File: src/rtl/mem_bus_pkg.sv
// Shared types and constants for the memory bus unit.
// MEM_TIMEOUT_EN (optional) enables the transaction timeout in mem_bus_unit.
package mem_bus_pkg;

   localparam int WORD_W      = 16;
   localparam int TIMEOUT_CYC = 16;
   localparam int TMR_W       = $clog2(TIMEOUT_CYC);

   typedef logic [WORD_W-1:0] word_t;

   typedef enum logic [1:0] {
      IDLE = 2'd0,
      RD   = 2'd1,
      WR   = 2'd2
   } state_e;

endpackage

File: src/rtl/mem_timeout_ctr.sv
// Down-counter that flags expiry after TIMEOUT_CYC consecutive counting cycles.
// Only instantiated when MEM_TIMEOUT_EN is defined.
module mem_timeout_ctr
   import mem_bus_pkg::*;
(
   input  logic clk,
   input  logic rst_n,
   input  logic count_i,
   input  logic clear_i,
   output logic expire_o
);

   localparam logic [TMR_W-1:0] CNT_INIT = TMR_W'(TIMEOUT_CYC - 1);

   logic [TMR_W-1:0] cnt_q, cnt_d;

   always_comb begin
      cnt_d = cnt_q;
      if (clear_i) begin
         cnt_d = CNT_INIT;
      end else if (count_i && (cnt_q != '0)) begin
         cnt_d = cnt_q - TMR_W'(1);
      end
   end

   always_ff @(posedge clk or negedge rst_n) begin
      if (!rst_n) begin
         cnt_q <= CNT_INIT;
      end else begin
         cnt_q <= cnt_d;
      end
   end

   // Terminal count reached on the last permitted waiting cycle.
   assign expire_o = count_i && (cnt_q == '0);

endmodule

File: src/rtl/mem_bus_unit.sv
// Memory bus unit: MAR/MDR registers, datapath bus drive and a req/ack memory port.
// Define MEM_TIMEOUT_EN to abort stalled transactions and raise the sticky err flag.
//
// state | meaning
// IDLE  | no transaction; strobes load MAR/MDR and may start a transfer
// RD    | read outstanding, mem_req high, MDR captures mem_rdata on ack
// WR    | write outstanding, mem_req and mem_we high
module mem_bus_unit
   import mem_bus_pkg::*;
(
   input  logic              clk,
   input  logic              rst_n,
   input  logic              wmar,
   input  logic              rmar,
   input  logic              wmdr,
   input  logic              rmdr,
   input  logic              in_mdr1,
   input  logic              in_mdr2,
   input  logic              out_mdr1,
   input  logic              out_mdr2,
   input  logic              rm,
   input  logic              wmem,
   input  logic [WORD_W-1:0] bus_in,
   output logic [WORD_W-1:0] bus_out,
   output logic              bus_oe,
   output logic              busy,
   output logic [WORD_W-1:0] mem_addr,
   output logic [WORD_W-1:0] mem_wdata,
   input  logic [WORD_W-1:0] mem_rdata,
   output logic              mem_req,
   output logic              mem_we,
   input  logic              mem_ack,
   output logic              err
);

   state_e state_q, state_d;
   word_t  mar_q, mar_d;
   word_t  mdr_q, mdr_d;
   word_t  addr_q, addr_d;
   word_t  wdata_q, wdata_d;

   logic idle;
   logic start_wr;
   logic start_rd;
   logic timeout;

   assign idle     = (state_q == IDLE);
   // A simultaneous write request wins; the read is dropped.
   assign start_wr = idle && wmem && rmdr && out_mdr2;
   assign start_rd = idle && rm && in_mdr2 && wmdr && !start_wr;

`ifdef MEM_TIMEOUT_EN
   logic tmo_expire;
   logic err_q, err_d;

   mem_timeout_ctr u_timeout_ctr (
      .clk      (clk),
      .rst_n    (rst_n),
      .count_i  (!idle),
      .clear_i  (idle),
      .expire_o (tmo_expire)
   );

   // An ack in the final waiting cycle still completes the transfer.
   assign timeout = tmo_expire && !mem_ack;
   assign err_d   = err_q || timeout;

   always_ff @(posedge clk or negedge rst_n) begin
      if (!rst_n) begin
         err_q <= 1'b0;
      end else begin
         err_q <= err_d;
      end
   end

   assign err = err_q;
`else
   assign timeout = 1'b0;
   assign err     = 1'b0;
`endif

   always_ff @(posedge clk or negedge rst_n) begin
      if (!rst_n) begin
         state_q <= IDLE;
      end else begin
         state_q <= state_d;
      end
   end

   always_comb begin
      state_d = state_q;
      unique case (state_q)
         IDLE: begin
            if (start_wr) begin
               state_d = WR;
            end else if (start_rd) begin
               state_d = RD;
            end
         end
         RD, WR: begin
            if (mem_ack || timeout) begin
               state_d = IDLE;
            end
         end
         default: state_d = IDLE;
      endcase
   end

   // mem_req/mem_we come straight from the state register so they never glitch.
   always_comb begin
      mem_req   = (state_q != IDLE);
      mem_we    = (state_q == WR);
      mem_addr  = addr_q;
      mem_wdata = wdata_q;
      busy      = rst_n && (start_wr || start_rd || !idle);
   end

   always_comb begin
      mar_d   = mar_q;
      mdr_d   = mdr_q;
      addr_d  = addr_q;
      wdata_d = wdata_q;
      if (idle) begin
         if (wmar) begin
            mar_d = bus_in;
         end
         if (wmdr && in_mdr1) begin
            mdr_d = bus_in;
         end
         if (start_wr) begin
            addr_d  = mar_q;
            wdata_d = mdr_q;
         end else if (start_rd) begin
            addr_d = rmar ? mar_q : bus_in;
         end
      end else if ((state_q == RD) && mem_ack) begin
         mdr_d = mem_rdata;
      end
   end

   always_ff @(posedge clk or negedge rst_n) begin
      if (!rst_n) begin
         mar_q   <= '0;
         mdr_q   <= '0;
         addr_q  <= '0;
         wdata_q <= '0;
      end else begin
         mar_q   <= mar_d;
         mdr_q   <= mdr_d;
         addr_q  <= addr_d;
         wdata_q <= wdata_d;
      end
   end

   // MDR drive has priority; MAR is only driven when no memory access is requested.
   always_comb begin
      bus_out = '0;
      bus_oe  = 1'b0;
      if (rst_n) begin
         if (rmdr && out_mdr1) begin
            bus_out = mdr_q;
            bus_oe  = 1'b1;
         end else if (rmar && !rm && !wmem) begin
            bus_out = mar_q;
            bus_oe  = 1'b1;
         end
      end
   end

endmodule
File: config.mk
export PLATFORM = sky130hd
export DESIGN_NAME = mem_bus_unit
export DESIGN_NICKNAME = d
export VERILOG_FILES = /design/src/rtl/mem_bus_pkg.sv /design/src/rtl/mem_timeout_ctr.sv /design/src/rtl/mem_bus_unit.sv
export SDC_FILE = /design/constraint.sdc
export NUM_CORES = 1
export LEC_CHECK = 0
export ABC_CLOCK_PERIOD_IN_PS = 3100
export CAP_MARGIN = 20
export CORE_ASPECT_RATIO = 1.75
export CORE_MARGIN = 4
export CORE_UTILIZATION = 51
export CTS_BUF_LIST = sky130_fd_sc_hd__clkbuf_16
export DETAILED_ROUTE_END_ITERATION = 10
export PLACE_DENSITY_LB_ADDON = 0.25
export SETUP_SLACK_MARGIN = 0.1
export SYNTH_ARGS = -nofsm -noshare
export SYNTH_HDL_FRONTEND = slang
export SYNTH_HIERARCHICAL = 1
export SYNTH_SLANG_ARGS = --single-unit
File: constraint.sdc
create_clock -name clk -period 3.1 [get_ports clk]
set_input_delay 0.93 -clock clk [delete_from_list [all_inputs] [get_ports clk]]
set_output_delay 0.93 -clock clk [all_outputs]
set_load 0.02 [all_outputs]
==> results.md <==
- Status: complete, no violations
- Number of flops mapped to enable cells by yosys: 0
- Vert. Die Dim: 115 um
- Worst-Margin Slew: 1000 ps
- Cell family with most CP delay: buffers and inverters
- Finished layout cell area: 4820 um^2
- Dpl hpwl: 6.15 mm
- Tcrit/Tclk final: 94.9%
- Crit end category: output pin
- Chip width: 69.1 um
- Number of global-route vias before repair: 2,822
- Worst EP required: 2170 ps
- RSZ-0062 raised after global routing: false
- Final Hold Fails: 0
- Gr usage total: 24.6%
- Post-synth net total: 317
- Post-synth top cells: 66 x dfrtp_1, 64 x mux2_2, 35 x nand2_1
- Final Skew: 5.80 ps
- Max Slew Vio Count: 0
- Vias per cell: 5.53
- Cell taking the most area after synthesis: dfrtp_1
- RePlAce Congestion: 0.853
- Top cell type's share of synthesized area: 49.5%
- Largest stage delay on the critical path: 220 ps
- Ys Warns: 6
- Fin crit period: 2940 ps
- Ant. Diodes: 0
- Clock sinks: 66
- P&R area growth vs syn: 44.3%
- Crit path kind: in -> out
- Ports: 98
- Worst Hold Class: reg -> reg
- CTS tree: built
- Cells after Synth: 269
- Drt initial violations: 104
- Initial antenna violation count: 0
- Worst IR drop on VDD: 0.705 mV
- Most common cell in the netlist: dfrtp_1
- Mapped Area: 3340 um^2
- FFs w/ async S/R, synth: 100%
- Post-DP Area: 4410 um^2
- Final ANT Viol Nets: 0
- Starting Density: 53.2%
- Drt total wl: 9.32 mm
- First-pass GRT wire length: 15.0 mm
- CTS H-tree lvls: 3
- Critical Path Start Type: input port
- Largest net degree at the start of global routing: 53
- Ratio of cells with drive above 1 in the final layout: 42.0%
- Nets: 426
- Peak Freq: 0.340 GHz
- Power Density: 1010 nW/um^2
- Core area: 6280 um^2
- Clock Pin Slew Worst Setup and Hold Paths: 50 ps
- Static Leak: 2.04 nW
- Avg WL per Cell: 20.1 um
- Buf/Inv on CP: 4
- Finish-stage setup viols: 0
- Ys flop type: dfrtp_1
- Syn avg cell area: 12.4 um^2
- Worst-skew pair later-pin latency: 320 ps
- Max_cap viols: 0
- Number of CTS-inserted buffers: 9
- Slew HR: 33.3%
- # rows: 38
- Bufs on Longest Clock Path: 2
- Full die area: 7950 um^2
- First-pass DRT Iterations: 4
- # fillers: 448
- DP Cell Count: 444
- Synth Register Bits: 66
- Via count: 2,559
- Crit Path Max Fanout: 8
- Clk root buf: clkbuf_16
- Post-synth cell types: 30
- Top cells by area, synth: dfrtp_1 49%, mux2_2 22%, mux2i_1 4.8%
- Sequential element share of the synthesized area: 49.5%
- Cells along the critical path: clkdlybuf4s15_1 > and2_4 > o21ai_4 > buf_12 > buf_16 > a21oi_2 > buf_4
- Non-Filler Instances: 463
- Port bufs: 96
- # DRC: 0
- CP arrival: 2010 ps
- Critical-path top delay cell: o21ai_4
- Gr ovfl total: 0
## layer usage
metal / share of wire (%) / vias up / wire length [um] / track usage (%)
met5: 0 / - / 0 / 0
met4: 2.3 / 0 / 216 / 11.1
met3: 3.8 / 14 / 355 / 4.90
met2: 54 / 82 / 5050 / 44.1
met1: 40 / 1295 / 3690 / 28.2
li1: - / 1168 / - / -
## cell families (layout without fill, tap and decap cells)
group	after synthesis	count (layout)	share of synthesized area (%)
and+or+nand+nor	59	59	8.77
muxes	80	80	26.4
other	1	1	0.112
buffers and inverters	20	134	4.35
AOI/OAI and AO/OA	40	40	9.75
DFF	66	66	49.5
adders and majority gates	3	3	1.12
## metrics by stage
step / hold WS, ps / utilization, % / power (mW) / setup slack (ps) / setup TNS (ps)
3_5_place_dp: 496 / 70.3 / 3.76 / -547 / -9130
2_1_floorplan: 481 / - / 2.89 / 273 / 0
6_report: 508 / 76.7 / 4.85 / 158 / 0
3_3_place_gp: 488 / 70.3 / 3.69 / -491 / -8490
5_1_grt: 522 / 76.7 / 5.09 / 103 / 0
4_1_cts: 509 / 76.6 / 4.86 / 116 / 0
## power by group
part	switching, mW	internal [mW]
combinational	0.987	1.18
sequential	0.320	1.30
clock	0.359	0.695
total	1.67	3.18
## state kept, by name, indices dropped and copies added (netlist names)
register and cells:
mdr_q 16, mem_addr 16, mem_wdata 16, state_q 2, mar_q 16
## repair_timing
item / 4_1_cts / 5_1_grt
gates cloned: 2 / 0
hold buffers: 0 / 0
resized for setup: 110 / 10
buffers inserted: 1 / 0
endpoints found under the setup margin: 19 / 15
pin swaps: 3 / 3
## layout make-up
class / count / area (um^2) / area share [%]
well taps: 80 / 100 / 2.08
multi-input cells: 183 / 1620 / 33.6
clock inverters: 7 / 85.1 / 1.77
flip-flops and latches: 66 / 1650 / 34.3
inverters: 4 / 15.0 / 0.312
clock buffers: 9 / 225 / 4.68
repair buffers: 114 / 1120 / 23.3
## cells in the final DEF (no fill, tap or decap), drive strengths merged, types with 2 or more instances in the layout
cell,netlist,layout
clkdlybuf4s50,0,72
dfrtp,66,66
mux2,64,64
buf,13,37
nand2,36,36
a21oi,18,18
or2,16,16
mux2i,16,16
a2bb2oi,15,15
clkbuf,3,11
inv,4,5
clkdlybuf4s15,0,3
ha,3,3
clkinv,0,3
o21ai,3,3
bufinv,0,2
## worst paths after layout
path	startpoint	to	slack, ps	depth (start not counted)
max	rmdr	bus_out[13]	160	7
min	mem_wdata[2]	mem_wdata[2]	510	1
max reg2reg	state_q[0]	mdr_q[13]	850	5
min reg2reg	mem_wdata[2]	mem_wdata[2]	510	1
max in group asynchronous	rst_n	mar_q[10]	1760	2
min in group asynchronous	rst_n	mem_wdata[1]	710	2
Power figures use the tool's default switching activity.
